`config.mk`:
```
export PLATFORM = sky130hd
export DESIGN_NAME = link_tx_scheduler_flat
export DESIGN_NICKNAME = d
export VERILOG_FILES = /design/src/rtl/link_pkg.sv /design/src/rtl/link_tx_scheduler_if.sv /design/src/rtl/link_serializer.sv /design/src/rtl/link_tx_scheduler.sv /design/src/flat_wrapper.sv
export SDC_FILE = /design/constraint.sdc
export NUM_CORES = 1
export LEC_CHECK = 0
export ABC_AREA = 1
export BUFFER_PORTS_ARGS = -buffer_cell sky130_fd_sc_hd__buf_4
export CAP_MARGIN = 30
export CORE_ASPECT_RATIO = 0.8
export CORE_MARGIN = 2
export CORE_UTILIZATION = 40
export DETAILED_ROUTE_END_ITERATION = 16
export GPL_ROUTABILITY_DRIVEN = 0
export PLACE_DENSITY = 0.63
export SLEW_MARGIN = 30
export SYNTH_ARGS = -nofsm -noshare
export SYNTH_HDL_FRONTEND = slang
export SYNTH_SLANG_ARGS = --single-unit
```
`constraint.sdc`:
```
create_clock -name clk -period 2 [get_ports clk]
set_input_delay 0.1 -clock clk [delete_from_list [all_inputs] [get_ports clk]]
set_output_delay 0.1 -clock clk [all_outputs]
set_load 0.1 [all_outputs]
```
`src/rtl/link_pkg.sv`:
```
// Shared opcodes, payload/frame widths and scheduler state encoding for the board-to-board link.
// FRAME_BITS is 18 by default and 19 when LINK_PARITY_EN is defined.
package link_pkg;

    localparam int PAYLOAD_W = 16;

`ifdef LINK_PARITY_EN
    localparam int FRAME_BITS = PAYLOAD_W + 3;
`else
    localparam int FRAME_BITS = PAYLOAD_W + 2;
`endif

    localparam logic [3:0] OP_CONNECT = 4'h1;
    localparam logic [3:0] OP_START   = 4'h2;
    localparam logic [3:0] OP_FINISH  = 4'h3;
    localparam logic [3:0] OP_CELL    = 4'h4;

    typedef enum logic [1:0] {
        IDLE  = 2'd0,
        SHIFT = 2'd1,
        GAP   = 2'd2
    } state_e;

    function automatic logic [PAYLOAD_W-1:0] pack_payload(
        input logic [3:0] op,
        input logic [3:0] row,
        input logic [3:0] col,
        input logic [3:0] val
    );
        return {op, row, col, val};
    endfunction

endpackage

```
`src/rtl/link_tx_scheduler_if.sv`:
```
// Request, cell-handshake and serial-line signals of the link TX scheduler.
// master = stage controller / board datapath side, slave = the scheduler.
interface link_tx_scheduler_if;

    logic       req_connect;
    logic       req_start;
    logic       req_finish;
    logic       cell_valid;
    logic [3:0] cell_row;
    logic [3:0] cell_col;
    logic [3:0] cell_val;
    logic       cell_ready;
    logic       tx;
    logic       tx_busy;
    logic       frame_sent;

    modport master (
        output req_connect, req_start, req_finish,
        output cell_valid, cell_row, cell_col, cell_val,
        input  cell_ready, tx, tx_busy, frame_sent
    );

    modport slave (
        input  req_connect, req_start, req_finish,
        input  cell_valid, cell_row, cell_col, cell_val,
        output cell_ready, tx, tx_busy, frame_sent
    );

endinterface

```
`src/rtl/link_serializer.sv`:
```
// Frames a 16-bit word (start, LSB-first payload, optional LINK_PARITY_EN parity, stop) onto tx.
// Start bit appears the cycle after load_i; no backpressure, load_i must only arrive while idle.
module link_serializer
    import link_pkg::*;
#(
    parameter int BIT_CYCLES = 2604
) (
    input  logic                 clk,
    input  logic                 reset,
    input  logic                 load_i,
    input  logic [PAYLOAD_W-1:0] word_i,
    output logic                 tx_o,
    output logic                 frame_sent_o
);

    localparam int CW = $clog2(BIT_CYCLES);
    localparam int BW = $clog2(FRAME_BITS);
    localparam logic [CW-1:0] CYC_LAST = CW'(BIT_CYCLES - 1);
    localparam logic [BW-1:0] BIT_LAST = BW'(FRAME_BITS - 1);

    logic [FRAME_BITS-1:0] shift_q, shift_d;
    logic [CW-1:0]         cyc_q, cyc_d;
    logic [BW-1:0]         bit_q, bit_d;
    logic                  active_q, active_d;
    logic [FRAME_BITS-1:0] frame_w;
    logic                  bit_end;

`ifdef LINK_PARITY_EN
    assign frame_w = {1'b1, ^word_i, word_i, 1'b0};
`else
    assign frame_w = {1'b1, word_i, 1'b0};
`endif

    assign bit_end = active_q && (cyc_q == CYC_LAST);

    always_comb begin
        shift_d  = shift_q;
        cyc_d    = cyc_q;
        bit_d    = bit_q;
        active_d = active_q;
        if (load_i) begin
            shift_d  = frame_w;
            cyc_d    = '0;
            bit_d    = '0;
            active_d = 1'b1;
        end else if (bit_end) begin
            cyc_d   = '0;
            shift_d = {1'b1, shift_q[FRAME_BITS-1:1]};
            bit_d   = bit_q + 1'b1;
            if (bit_q == BIT_LAST) begin
                active_d = 1'b0;
                bit_d    = '0;
            end
        end else if (active_q) begin
            cyc_d = cyc_q + 1'b1;
        end
    end

    always_ff @(posedge clk) begin
        if (reset) begin
            shift_q  <= '1;
            cyc_q    <= '0;
            bit_q    <= '0;
            active_q <= 1'b0;
        end else begin
            shift_q  <= shift_d;
            cyc_q    <= cyc_d;
            bit_q    <= bit_d;
            active_q <= active_d;
        end
    end

    // Idle line is forced high so a reset mid-frame releases the wire immediately.
    assign tx_o         = active_q ? shift_q[0] : 1'b1;
    assign frame_sent_o = bit_end && (bit_q == BIT_LAST);

endmodule

```
`src/rtl/link_tx_scheduler.sv`:
```
// Fixed-priority (FINISH > START > CONNECT > CELL) TX scheduler; LINK_PARITY_EN adds a parity bit.
// Control pulse -> start bit in 2 cycles, cell accept -> 1 cycle; cell_ready low while busy or control pending.
module link_tx_scheduler
    import link_pkg::*;
#(
    parameter int BIT_CYCLES = 2604,
    parameter int GAP_BITS   = 2
) (
    input  logic               clk,
    input  logic               reset,
    link_tx_scheduler_if.slave lnk
);

    localparam int GAP_CYCLES = GAP_BITS * BIT_CYCLES;
    localparam int GW         = $clog2(GAP_CYCLES);
    localparam logic [GW-1:0] GAP_LAST = GW'(GAP_CYCLES - 1);

    state_e               state_q, state_d;
    logic [GW-1:0]        gap_q, gap_d;
    logic                 fin_q, fin_d;
    logic                 sta_q, sta_d;
    logic                 con_q, con_d;
    logic                 ctl_pend, gap_done, grant_ok;
    logic                 gnt_fin, gnt_sta, gnt_con, cell_fire, load;
    logic [PAYLOAD_W-1:0] word;
    logic                 ser_tx, ser_sent;

    assign ctl_pend = fin_q | sta_q | con_q;
    assign gap_done = (state_q == GAP) && (gap_q == GAP_LAST);

    // Granting in the last gap cycle lets queued control frames run at the minimum spacing.
    assign grant_ok  = (state_q == IDLE) || gap_done;
    assign gnt_fin   = grant_ok && fin_q;
    assign gnt_sta   = grant_ok && !fin_q && sta_q;
    assign gnt_con   = grant_ok && !fin_q && !sta_q && con_q;
    assign cell_fire = lnk.cell_valid && lnk.cell_ready;
    assign load      = gnt_fin || gnt_sta || gnt_con || cell_fire;

    // A pulse landing in the grant cycle re-arms the flag for one more frame.
    assign fin_d = (fin_q && !gnt_fin) || lnk.req_finish;
    assign sta_d = (sta_q && !gnt_sta) || lnk.req_start;
    assign con_d = (con_q && !gnt_con) || lnk.req_connect;

    always_comb begin
        word = pack_payload(OP_CELL, lnk.cell_row, lnk.cell_col, lnk.cell_val);
        if (gnt_fin) begin
            word = pack_payload(OP_FINISH, 4'h0, 4'h0, 4'h0);
        end else if (gnt_sta) begin
            word = pack_payload(OP_START, 4'h0, 4'h0, 4'h0);
        end else if (gnt_con) begin
            word = pack_payload(OP_CONNECT, 4'h0, 4'h0, 4'h0);
        end
    end

    always_comb begin
        state_d = state_q;
        gap_d   = gap_q;
        case (state_q)
            IDLE: begin
                if (load) state_d = SHIFT;
            end
            SHIFT: begin
                if (ser_sent) begin
                    state_d = GAP;
                    gap_d   = '0;
                end
            end
            GAP: begin
                gap_d = gap_q + 1'b1;
                if (gap_done) begin
                    state_d = load ? SHIFT : IDLE;
                    gap_d   = '0;
                end
            end
            default: state_d = IDLE;
        endcase
    end

    always_ff @(posedge clk) begin
        if (reset) begin
            state_q <= IDLE;
            gap_q   <= '0;
            fin_q   <= 1'b0;
            sta_q   <= 1'b0;
            con_q   <= 1'b0;
        end else begin
            state_q <= state_d;
            gap_q   <= gap_d;
            fin_q   <= fin_d;
            sta_q   <= sta_d;
            con_q   <= con_d;
        end
    end

    link_serializer #(
        .BIT_CYCLES (BIT_CYCLES)
    ) u_ser (
        .clk          (clk),
        .reset        (reset),
        .load_i       (load),
        .word_i       (word),
        .tx_o         (ser_tx),
        .frame_sent_o (ser_sent)
    );

    assign lnk.cell_ready = (state_q == IDLE) && !ctl_pend;
    assign lnk.tx         = ser_tx;
    assign lnk.tx_busy    = (state_q != IDLE);
    assign lnk.frame_sent = ser_sent;

endmodule

```
`src/flat_wrapper.sv`:
```
// flat-port wrapper written by rule: the top's interface ports become plain ports
module link_tx_scheduler_flat import link_pkg::*;
#(
    parameter int BIT_CYCLES = 2604,
    parameter int GAP_BITS   = 2
)
  (clk, reset, lnk_req_connect, lnk_req_start, lnk_req_finish, lnk_cell_valid, lnk_cell_row, lnk_cell_col, lnk_cell_val, lnk_cell_ready, lnk_tx, lnk_tx_busy, lnk_frame_sent);
  link_tx_scheduler_if lnk_i ();
  input  logic clk;
  input  logic reset;
  input wire logic [$bits(lnk_i.req_connect)-1:0] lnk_req_connect;
  input wire logic [$bits(lnk_i.req_start)-1:0] lnk_req_start;
  input wire logic [$bits(lnk_i.req_finish)-1:0] lnk_req_finish;
  input wire logic [$bits(lnk_i.cell_valid)-1:0] lnk_cell_valid;
  input wire logic [$bits(lnk_i.cell_row)-1:0] lnk_cell_row;
  input wire logic [$bits(lnk_i.cell_col)-1:0] lnk_cell_col;
  input wire logic [$bits(lnk_i.cell_val)-1:0] lnk_cell_val;
  output wire logic [$bits(lnk_i.cell_ready)-1:0] lnk_cell_ready;
  output wire logic [$bits(lnk_i.tx)-1:0] lnk_tx;
  output wire logic [$bits(lnk_i.tx_busy)-1:0] lnk_tx_busy;
  output wire logic [$bits(lnk_i.frame_sent)-1:0] lnk_frame_sent;
  assign lnk_i.req_connect = lnk_req_connect;
  assign lnk_i.req_start = lnk_req_start;
  assign lnk_i.req_finish = lnk_req_finish;
  assign lnk_i.cell_valid = lnk_cell_valid;
  assign lnk_i.cell_row = lnk_cell_row;
  assign lnk_i.cell_col = lnk_cell_col;
  assign lnk_i.cell_val = lnk_cell_val;
  assign lnk_cell_ready = lnk_i.cell_ready;
  assign lnk_tx = lnk_i.tx;
  assign lnk_tx_busy = lnk_i.tx_busy;
  assign lnk_frame_sent = lnk_i.frame_sent;
  link_tx_scheduler #(.BIT_CYCLES(BIT_CYCLES), .GAP_BITS(GAP_BITS)) u_core (.clk(clk), .reset(reset), .lnk(lnk_i));
endmodule
```
-- Word-level counts from Yosys, hierarchy flattened
Index checks and enable logic that the tools add are counted.
- add/subtract/negate cells: 3
- bitwise operators: 2
- muxes and demuxes: 18
- eq/ne operators: 8
- reduce and logical (&&, ||, !) cells: 36
- operators by type and width (operator ; count):
    two-way mux 17 bit ; 2
    two-way mux 16 bit ; 2
    two-way mux 13 bit ; 2
    one-hot mux 13 bit (2 select lines) ; 1
    two-way mux 15 bit ; 1
    adder 13 x 1 -> 13 bit, second input constant ; 1
    equality test 13 bit, second input constant ; 1
    logical AND 1 bit ; 13
    adder 12 x 1 -> 12 bit, second input constant ; 1
    equality test 12 bit, second input constant ; 1
    nonzero test 2 bit ; 4
    logical OR 1 bit ; 7
    logical NOT 1 bit ; 6
    two-way mux 2 bit ; 3
    one-hot mux 2 bit (3 select lines) ; 1
    adder 5 x 1 -> 5 bit, second input constant ; 1
    equality test 5 bit, second input constant ; 1
    two-way mux 1 bit ; 5
    two-way mux 5 bit ; 1
    != test 2 x 1 -> 1 bit, second input constant ; 2
    AND reduction 2 bit ; 2
    AND reduction 3 bit ; 1
    OR reduction 3 bit ; 1
    equality test 2 x 1 -> 1 bit, second input constant ; 1
    5 further kinds ; 6
- input bits: 18
- logic and storage cells: 76
- output and inout bits: 4
- bits in registers: 53

-- Logic depth before layout (Yosys ltp)
Gate-level depths: netlist of run 1.
- depth in word-level cells: 11
- mapped depth: 11
- mapped depth without buffers: 11

-- Hierarchy
A second synthesis of run 1 with hierarchy kept.
- cells, all modules: 409
- area, all modules: 2927.8 um^2
- modules (own cells, without submodules) (module ; cells an instance ; times used ; area an instance (um^2) ; seq. area each (um^2)):
    link_serializer ; 239 ; 1 ; 1824.2 ; 700.7
    link_tx_scheduler ; 170 ; 1 ; 1103.6 ; 360.3

-- Worst setup path after synthesis of run 1
OpenSTA, ideal clock, no wires.
- path kind: flip-flop to flip-flop
- from: register u_core.state_q[1]
- to: register u_core.u_ser.shift_q[10]
- path buffers: 1
- clock period less this slack: 3.287 ns
- setup time: 0.134 ns
- required time: 1.866 ns
- cell stages (with the launch flop): 10
- slack: -1.287 ns
- data arrival time: 3.153 ns
- cells stage by stage: dfxtp_1 > nor2_1 > inv_1 > nor2_1 > nand2_2 > nand3_4 > inv_4 > buf_6 > nand2_1 > nand3_1
- elaborated cells between the ends (all ways): 19
- classes of those cells: eq/ne: 1; mux: 4; reduce/logical: 14
- RTL lines (what ; line ; RTL):
    start: declaration ; link_tx_scheduler.sv:18 ; state_e state_q, state_d;
    start signal: assignment ; link_tx_scheduler.sv:87 ; state_q <= state_d;
    logical NOT 2 bit * ; link_tx_scheduler.sv:106 ; assign lnk.cell_ready = (state_q == IDLE) && !ctl_pend;
    logical AND 1 bit * ; link_tx_scheduler.sv:106 ;
    named net lnk_cell_ready ; flat_wrapper.sv:18 ; output wire logic [$bits(lnk_i.cell_ready)-1:0] lnk_cell_ready;
    logical AND 1 bit * ; link_tx_scheduler.sv:36 ; assign cell_fire = lnk.cell_valid && lnk.cell_ready;
    logical OR 1 bit * ; link_tx_scheduler.sv:37 ; assign load = gnt_fin || gnt_sta || gnt_con || cell_fire;
    two-way mux 17 bit / nonzero test 2 bit (equally long branches) ; -- ;
    end signal: assignment ; link_serializer.sv:66 ; shift_q <= shift_d;
    end: declaration ; link_serializer.sv:21 ; logic [FRAME_BITS-1:0] shift_q, shift_d;
Mark *: on every way through the listed nets, which the timed path passes. The rest lies on a longest branch.
A chain may end at the register's enable or synchronous reset.

-- Worst setup path in the final report of run 1
- from: register u_core.u_ser.bit_q[0]
- to: output port lnk_frame_sent
- word-level cells in the longest chain between the ends: 2
- ends and longest elaborated chain (what ; line ; RTL):
    start: declaration ; link_serializer.sv:23 ; logic [BW-1:0] bit_q, bit_d;
    start signal: assignment ; link_serializer.sv:68 ; bit_q <= bit_d;
    equality test 5 bit ; link_serializer.sv:75 ; assign frame_sent_o = bit_end && (bit_q == BIT_LAST);
    logical AND 1 bit ; link_serializer.sv:75 ;
    end: declaration ; flat_wrapper.sv:21 ; output wire logic [$bits(lnk_i.frame_sent)-1:0] lnk_frame_sent;
No other way between the ends.

==> impl_metrics.yaml, run 1 <==
clock_network:
  max-clock-path-buffers: 2
  cts_sinks: 53
  cts-root-buf: "clkbuf_8"
  tritoncts: "done"
  clkSlewWorstSetupHoldPaths_ns: 0.10
  cts_buffers: 5
  htree_levels: 2
  clkLatencyLatePin_ns: 0.31
timing:
  timing.final.crit_share_pct: 92.2
  fmax_mhz: 542
  rsz0062_at_grt: "no"
  period_minus_slack_ns: 1.84
  relSlewSlack_pct: 74.1
  worstMarginPinSlew_ns: 0.389
  setup_viol: 0
  final_hold_viol_count: 0
  drv_slew: 0
  skew_ns: 0.00903
worst_setup_path:
  path_class: "reg -> out"
  path_max_fanout: 4
  cp_top_family: "simple AND/OR/NAND/NOR gates"
  cp-start-kind: "flip-flop"
  path_cells: "ha_1 > nand2_1 > nor3_2 > inv_1 > nor2_4 > buf_6"
  arrival_ns: 1.74
  critPathBufInv: 2
  cpMaxStageDelayCell: "dfxtp_1"
  cp_data_required_time_ns: 1.90
  slowest_delay_ns: 0.39
  end_kind: "output pin"
route:
  antenna_left: 0
  wire_per_inst_um: 11.8
  drt-vias-per-instance: 5.00
  num_vias: 2621
  first_pass_iters: 4
  first_iter_violations: 104
  drcViolationCount: 0
  drt-total-wl_um: 6170
cells_and_area:
  multi_input_area_sq_um: 1550
  stdcell_area_sq_um: 3220
  fillCellCount: 714
  final_nets: 458
  drive_above_1_share_pct: 14.6
  regArea_sq_um: 1060
  area_growth_pct: 14.5
  diodes: 0
global_route:
  overflow: 0
  grtUsageTotal_pct: 16.9
  grt_pass1_wl_um: 10800
  antenna_found_initial: 0
  grt_pass1_vias: 2401
  grt_max_degree: 19
floorplanning:
  die_w_um: 97.8
  pin_count: 22
  dieArea_sq_um: 7730
  start_util_pct: 41.0
  coreArea_sq_um: 6860
  die_h_um: 79.0
  std_cell_rows: 27
job:
  max_cap_viol_count: 0
yosys:
  synth_nets: 434
  ys_seq_elements: 53
  syn_inst: 412
  synthDistinctLibCells: 33
  avgSynthCellArea_sq_um: 6.83
  synth_seq_area_share_pct: 37.7
  syn_area_sq_um: 2810
  yosys_warnings: 0
outcome:
  status: "completed"
pwr:
  power_density_nw_per_um2: 785
  total_power_mw: 2.53
  power_leakage_nw: 1.34
  irDropWorstVdd_mv: 0.489
placed_design:
  io_buffer_count: 21
  place_hpwl_um: 4470
  placed_area_sq_um: 3080
hold_path:
  hold_path_class: "in -> reg"
[worst register-to-register path, cell delays in order, from the launching register on]
cell     delay, ns
dfxtp_1       0.41
ha_2          0.26
nand2_2       0.09
nor2_2        0.13
nand3_2       0.11
nand2_4       0.11
nand3_4       0.11
buf_4         0.22
nand3_1       0.08
nand2_1       0.05
nand2_1       0.06
nand3_1       0.06
[where the power goes]
group          total, mW  internal [mW]  leakage (nW)  switching (mW)
registers           1.23           1.16         0.435          0.0681
clock network      0.645          0.281        0.0512           0.363
logic              0.657          0.226         0.858           0.431
total               2.53           1.67          1.34           0.862
[cells in the final DEF (no fill, tap or decap), drive strengths merged]
cell and instances:
clkbuf 6, buf 29, nand3 73, o31ai 1, or2 4, o21bai 1, nand2 106, inv 41
o21ai 13, a31o 1, nor3 8, dfxtp 53, mux2i 1, ha 4, nor2 44, nand3b 2
a21oi 19, clkinvlp 1, xor2 11, dlygate4sd3 2, clkinv 2, xnor2 2, nand4 11, o211ai 1
o21a 1
[path summary, 6_finish.rpt]
kind	end	startpoint	slack (ns)	cells past startpoint
setup / recovery	lnk_frame_sent	u_core.u_ser.bit_q[0]	0.16	6
hold / removal	u_core.con_q	lnk_req_connect	0.06	3
setup reg to reg	u_core.u_ser.shift_q[14]	u_core.gap_q[0]	0.21	11
hold reg to reg	u_core.u_ser.shift_q[15]	u_core.u_ser.shift_q[15]	0.46	2
[cell usage after synthesis]
master    count  area [sq um]
nand2_1     103           387
nand3_1      69           345
dfxtp_1      53          1060
nor2_1       42           158
inv_1        40           150
a21oi_1      19          95.1
o21ai_0      13          65.1
nand4_1      11          68.8
xor2_1       11          96.3
nor3_1        7          35.0
buf_2         5          25.0
ha_1          4          50.1
or2_2         4          25.0
buf_4         3          22.5
clkbuf_1      3          11.3
buf_6         2          22.5
nand2_2       2          12.5
nand3_2       2          20.0
nand3_4       2          35.0
nand3b_1      2          15.0
nor2_2        2          12.5
xnor2_1       2          17.5
a31o_2        1          8.76
buf_1         1          3.75
inv_2         1          3.75
inv_4         1          6.26
mux2i_1       1          10.0
nand2_4       1          11.3
nor3_2        1          10.0
o211ai_1      1          7.51
o21a_1        1          7.51
o21bai_1      1          7.51
o31ai_1       1          7.51
[routing by layer]
layer	part of all wire, %	GRT usage [%]	wire (um)
met5	0	0	0
met4	1.3	5.69	80
met3	3.6	3.17	221
met2	43	25.9	2640
met1	52	24.1	3220
[cells by family after synthesis]
family	Yosys count	synth area share, %
AOI/OAI and AO/OA	37	7.07
xor gates and xnor gates	13	4.05
adders and majority gates	4	1.78
buffers and inverters	56	8.71
DFF	53	37.7
muxes	1	0.356
and+or+nand+nor	248	40.3
[flip-flops by register name (all words and copies together), names as in the netlist]
| signal | flops |
|---|---|
| u_core.state_q | 2 |
| u_core.con_q | 1 |
| u_core.u_ser.active_q | 1 |
| u_core.gap_q | 13 |
| u_core.u_ser.shift_q | 17 |
| u_core.u_ser.bit_q | 5 |
| u_core.fin_q | 1 |
| u_core.sta_q | 1 |
| u_core.u_ser.cyc_q | 12 |
[metrics by stage]
step	setup slack (ns)	hold WS (ns)	utilization [%]	TNS [ns]	cells
2_1_floorplan	-0.280	0.169	-	-8.51	412
3_3_place_gp	0.256	0.307	45.0	0	514
3_5_place_dp	0.161	0.318	45.0	0	514
4_1_cts	0.0187	0.0584	46.8	0	524
5_1_grt	0.00464	0.0582	47.0	0	524
6_report	0.156	0.0627	47.0	0	524
[final cells by class]
cell class,instances,area share [%]
multi-input combinational,303,48.0
timing repair buffer,31,7.49
clock inverter,2,0.427
inverter,42,5.09
sequential,53,33.0
clock buffer,6,2.56
tap,87,3.38
[repair_timing]
item,in CTS,in global routing
setup buffers,0,0
hold buffers,2,0
setup endpoints to repair,1,25
hold endpoints to repair,2,0
resized for setup,2,4
(Power assumes the default switching activity.)
==> inputs of run 2 (changes only) <==
--- a/config.mk
+++ b/config.mk
@@ -5,7 +5,6 @@
 export SDC_FILE = /design/constraint.sdc
 export NUM_CORES = 1
 export LEC_CHECK = 0
-export ABC_AREA = 1
 export BUFFER_PORTS_ARGS = -buffer_cell sky130_fd_sc_hd__buf_4
 export CAP_MARGIN = 30
 export CORE_ASPECT_RATIO = 0.8
@@ -14,6 +13,7 @@
 export DETAILED_ROUTE_END_ITERATION = 16
 export GPL_ROUTABILITY_DRIVEN = 0
 export PLACE_DENSITY = 0.63
+export RECOVER_POWER = 25
 export SLEW_MARGIN = 30
 export SYNTH_ARGS = -nofsm -noshare
 export SYNTH_HDL_FRONTEND = slang
==> constraint.sdc (replaced) <==
create_clock -name clk -period 1.8 [get_ports clk]
set_input_delay 0.09 -clock clk [delete_from_list [all_inputs] [get_ports clk]]
set_output_delay 0.09 -clock clk [all_outputs]
set_load 0.1 [all_outputs]
==> impl_metrics.yaml, run 2 <==
floorplanning:
  std_cell_rows: 27
  dieArea_sq_um: 7670
  die_w_um: 97.4
  die_h_um: 78.8
  pin_count: 22
  coreArea_sq_um: 6820
  start_util_pct: 40.9
cells_and_area:
  final_common_cell: "buf_4"
  reg.largest.list: "u_core.u_ser.shift_q (17), u_core.gap_q (13), u_core.u_ser.cyc_q (12)"
  layout_common_cells: "buf_4, dfxtp_1, nor2_1"
  post-route-util_pct: 50.6
  multi_input_area_sq_um: 1630
  final_nets: 395
  fin_cells: 461
  stdcell_area_sq_um: 3450
  diodes: 0
  area_growth_pct: 23.5
  fillCellCount: 669
  largest_register_ffs: 17
  regArea_sq_um: 1060
  regMostFlops: "u_core.u_ser.shift_q"
  drive_above_1_share_pct: 25.1
timing:
  fmax_mhz: 573
  finalSetupTns_ns: 0
  fin_hold_ws_ns: 0.0323
  drv_slew: 0
  setup_viol: 0
  relSlewSlack_pct: 63.7
  final_hold_viol_count: 0
  timing.final.crit_share_pct: 96.9
  setup_slack_ns: 0.0553
  period_minus_slack_ns: 1.74
  worstMarginPinSlew_ns: 0.547
  skew_ns: 0.0159
  rsz0062_at_grt: "yes"
placed_design:
  place_hpwl_um: 4680
  io_buffer_count: 21
  pre_cts_ws_ns: 0.0578
  placed_area_sq_um: 3290
  placedCellCount: 452
yosys:
  yosys_warnings: 0
  synth-main-ff-cell: "dfxtp_1"
  ys_seq_elements: 53
  synth_enable_flop_cells: 0
  synthTopCellsByArea: "dfxtp_1, o221ai_1, nor2_1"
  synthArstFlopShare_pct: 0
  syn_inst: 324
  synth_nets: 346
  avgSynthCellArea_sq_um: 8.62
  yosys.area.top_type: "dfxtp_1"
  post-synth-top-area-fraction_pct: 38.0
  syn_area_sq_um: 2790
  synth_seq_area_share_pct: 38.0
  yosysMostFrequentCell: "dfxtp_1"
  synthDistinctLibCells: 52
  synth_commonest_cells: "dfxtp_1, nor2_1, o221ai_1, a21oi_1"
pwr:
  p_sw_share_pct: 28.8
  irDropWorstVdd_mv: 0.309
  switching_power_mw: 0.691
  combinationalPowerShare_pct: 18.6
  power_leakage_nw: 1.22
  pwr-share-clk_pct: 27.7
  total_power_mw: 2.39
  power_density_nw_per_um2: 694
  seq_power_share_pct: 53.7
  p_int_mw: 1.70
global_route:
  overflow: 0
  grt_pass1_wl_um: 11400
  antenna_found_initial: 0
  grt_pass1_vias: 2430
  grtUsageTotal_pct: 17.6
  grt_max_degree: 34
worst_setup_path:
  worstReg2RegEnd: "u_core.u_ser.bit_q[3]"
  path_max_fanout: 7
  end_kind: "output pin"
  cp_data_required_time_ns: 1.71
  arrival_ns: 1.65
  cp-start-kind: "flip-flop"
  path_class: "reg -> out"
  reg2reg_depth: 6
  setup.worst_path.start: "u_core.u_ser.cyc_q[7]"
  r2r_start: "u_core.u_ser.cyc_q[0]"
  ff2ff_setup_slack_ns: 0.07
  endpoint: "lnk_frame_sent"
route:
  antenna_left: 0
  first_pass_iters: 5
  drt-vias-per-instance: 5.66
  drcViolationCount: 0
  wire_per_inst_um: 14.7
  first_iter_violations: 118
  num_vias: 2610
  drt-total-wl_um: 6760
clock_network:
  clkSlewWorstSetupHoldPaths_ns: 0.10
  cts_buffers: 5
  max-clock-path-buffers: 2
  cts_sinks: 53
  clkLatencyLatePin_ns: 0.31
  cts-root-buf: "clkbuf_8"
  htree_levels: 2
  tritoncts: "done"
hold_path:
  hold_start: "reset"
  hold_path_class: "in -> reg"
job:
  max_cap_viol_count: 0
outcome:
  status: "completed"
run 2: cell types whose count changed after synthesis, sizes merged, moves of 5 or more:
cell,previous run,this run
a211oi,0,8
a22oi,0,12
and4,0,6
buf,11,17
inv,42,16
nand2,106,13
nand2b,0,6
nand3,73,17
nor2,44,38
o221ai,0,19
or3,0,5
xor2,11,5
run 2: how the worst min path moves through the flow:
stage,endpoint,slack (ns),cells after the start
after CTS,u_core.state_q[1],0.03,2
after floorplan,u_core.fin_q,0.20,1
after detailed placement,u_core.fin_q,0.30,2
final,u_core.gap_q[2],0.03,2
after global placement,u_core.fin_q,0.29,2
after global routing,u_core.sta_q,0.04,2
run 2: repair_timing:
action                                  in CTS  in global routing
gates cloned                                 0                  0
buffers inserted                             0                  0
endpoints found under the setup margin       2                 37
hold endpoints to repair                     1                  0
pin swaps                                    0                  0
gates resized for setup                      4                 11
hold buffers                                 1                  0
run 2: final cells by class:
cell class,instances,area share [%]
repair buffers,65,14.6
well taps,87,3.15
inverters,16,1.85
clock inverters,2,0.290
clock buffers,6,2.10
flip-flops and latches,53,30.7
multi-input cells,232,47.2
run 2: power by group through the flow:
stage,Clock (mW),Sequential [mW],Combinational (mW)
finish,0.664,1.28,0.445
global route,0.726,1.29,0.491
CTS,0.678,1.28,0.445
detailed placement,0,1.31,0.439
global placement,0,1.31,0.433
floorplan,0,1.30,0.319
run 2: layer usage:
metal	GRT usage [%]	wire length, um	up-vias	share of wire [%]
met5	0	0	-	0
met3	3.17	194	5	2.9
li1	-	-	1313	-
met4	4.58	45	0	0.67
met1	24.6	3470	1243	51
met2	28.5	3050	49	45
run 2: cells by family after synthesis:
kind of cell               share of synthesized area [%]
AOI/OAI and AO/OA                                   22.7
xor gates and xnor gates                            3.13
adders and majority gates                           1.79
buffers and inverters                               6.81
DFF                                                 38.0
muxes                                               1.79
and+or+nand+nor                                     25.8
run 2: critical path, cell delays in order (launching register included):
cell	delay, ns
dfxtp_1	0.40
nor4b_4	0.39
nand3_4	0.18
nor2_4	0.15
buf_6	0.23
==> inputs of run 3 (changes only) <==
==> constraint.sdc (replaced) <==
create_clock -name clk -period 1.8 [get_ports clk]
set_input_delay 0.36 -clock clk [delete_from_list [all_inputs] [get_ports clk]]
set_output_delay 0.36 -clock clk [all_outputs]
set_load 0.1 [all_outputs]
==> impl_metrics.yaml, run 3 (same netlist as run 2, synthesis figures left out) <==
worst_setup_path:
  r2r_start: "u_core.gap_q[1]"
  reg2reg_depth: 6
  path_cells: "nor4b_4 > nand3_4 > nor2_4 > buf_12"
  cpMaxStageDelayCell: "dfxtp_2"
  cp_data_required_time_ns: 1.44
  slowest_delay_ns: 0.36
  arrival_ns: 1.44
  worstReg2RegEnd: "u_core.u_ser.shift_q[14]"
  cp-start-kind: "flip-flop"
  ff2ff_setup_slack_ns: 0.08
  path_max_fanout: 4
  path_class: "reg -> out"
  end_kind: "output pin"
route:
  drt-vias-per-instance: 5.68
  wire_per_inst_um: 14.4
  antenna_left: 0
  first_iter_violations: 148
  drcViolationCount: 0
  drt-total-wl_um: 6730
  met3WireLength_um: 258
  highest_layer: "met4"
  wl_met1_um: 3460
  wl_met2_um: 2940
  first_pass_iters: 4
  num_vias: 2646
timing:
  setup_viol: 1
  rsz0062_at_grt: "yes"
  setup_slack_ns: -0.00268
  finalSetupTns_ns: -0.00268
  final_hold_viol_count: 0
  relSlewSlack_pct: 68.0
  period_minus_slack_ns: 1.80
  worstMarginPinSlew_ns: 0.483
  timing.final.crit_share_pct: 100
  fmax_mhz: 555
  skew_ns: 0.0105
  drv_slew: 0
placed_design:
  placed_area_sq_um: 3320
  io_buffer_count: 21
  place_hpwl_um: 4790
  pre_cts_ws_ns: 0.0115
cells_and_area:
  diodes: 0
  largest_register_ffs: 17
  final_nets: 402
  stdcell_area_sq_um: 3550
  drive_above_1_share_pct: 29.3
  final_common_cell: "buf_4"
  reg.largest.list: "u_core.u_ser.shift_q (17), u_core.gap_q (13), u_core.u_ser.cyc_q (12)"
  regMostFlops: "u_core.u_ser.shift_q"
  area_growth_pct: 26.9
  fillCellCount: 654
  layout_common_cells: "buf_4, dfxtp_1, nor2_1"
  post-route-util_pct: 52.0
outcome:
  status: "finished with violations"
  violations: "negative setup slack"
floorplanning:
  std_cell_rows: 27
  dieArea_sq_um: 7670
  coreArea_sq_um: 6820
  die_w_um: 97.4
  die_h_um: 78.8
  pin_count: 22
  start_util_pct: 40.9
pwr:
  p_sw_share_pct: 28.3
  p_int_mw: 1.69
  pwr-share-clk_pct: 26.6
  total_power_mw: 2.36
  power_density_nw_per_um2: 666
  power_leakage_nw: 1.28
  irDropWorstVdd_mv: 0.307
  switching_power_mw: 0.670
  combinationalPowerShare_pct: 19.0
  seq_power_share_pct: 54.4
global_route:
  antenna_found_initial: 0
  grt_pass1_wl_um: 11600
  grt_max_degree: 35
  grt_pass1_vias: 2412
  grtUsageTotal_pct: 18.1
  overflow: 0
clock_network:
  tritoncts: "done"
  cts_buffers: 5
  clkSlewWorstSetupHoldPaths_ns: 0.10
  cts-root-buf: "clkbuf_8"
  max-clock-path-buffers: 2
  clkLatencyLatePin_ns: 0.30
  ctsHoldBuffers: 0
  htree_levels: 2
  cts_sinks: 53
hold_path:
  hold_path_class: "in -> reg"
  min_delay_path_depth: 2
  hold_start: "reset"
  hold_end: "u_core.state_q[1]"
job:
  max_cap_viol_count: 0
run 3: cell types whose count changed in the layout (fill, tap and decap cells not counted), sizes merged:
cell and change:
buf +9, clkbuf -2, clkinv -1, dlygate4sd3 -1
run 3: power by group through the flow:
stage	Sequential, mW	Clock (mW)	Combinational, mW
floorplan	1.30	0	0.319
global placement	1.31	0	0.425
detailed placement	1.31	0	0.431
CTS	1.29	0.648	0.438
global route	1.29	0.686	0.492
finish	1.29	0.629	0.448
run 3: cell type report:
type                    count  area [sq um]  area share (%)
well taps                  87           109            3.07
inverters                  16          63.8            1.80
clock buffers               5          68.8            1.94
repair buffers             72           579            16.3
clock inverters             1          5.00           0.141
flip-flops and latches     53          1080            30.3
multi-input cells         232          1640            46.4
run 3: worst max-delay path by stage:
stage,from,end,depth (start not counted)
after detailed placement,u_core.u_ser.cyc_q[1],lnk_frame_sent,6
after global placement,u_core.u_ser.cyc_q[1],lnk_frame_sent,6
after floorplan,u_core.state_q[0],lnk_cell_ready,4
after global routing,u_core.u_ser.cyc_q[2],lnk_frame_sent,4
after CTS,u_core.u_ser.cyc_q[2],lnk_frame_sent,4
final,u_core.u_ser.cyc_q[2],lnk_frame_sent,4
run 3: critical path, delay by kind of cell (launching register included):
kind	cells	cell delay (ns)
and+or+nand+nor	3	0.61
DFF	1	0.36
buffers and inverters	1	0.18
run 3: per-layer routing:
metal | GRT usage, % | vias to the layer above
met5 | 0 | -
met1 | 26.5 | 1276
met3 | 3.26 | 5
li1 | - | 1325
met2 | 27.9 | 40
met4 | 4.58 | 0
run 3: metrics by stage:
stage / hold slack, ns / instances
2_1_floorplan: 0.447 / 324
3_3_place_gp: 0.467 / 453
3_5_place_dp: 0.475 / 453
4_1_cts: 0.265 / 464
5_1_grt: 0.263 / 466
6_report: 0.270 / 466
run 3: what timing repair did:
item | 4_1_cts | 5_1_grt
endpoints found under the hold margin | 0 | 0
endpoints found under the setup margin | 2 | 45
gates cloned | 0 | 0
pin swaps | 5 | 3
gates resized for setup | 12 | 17
buffers inserted | 6 | 2
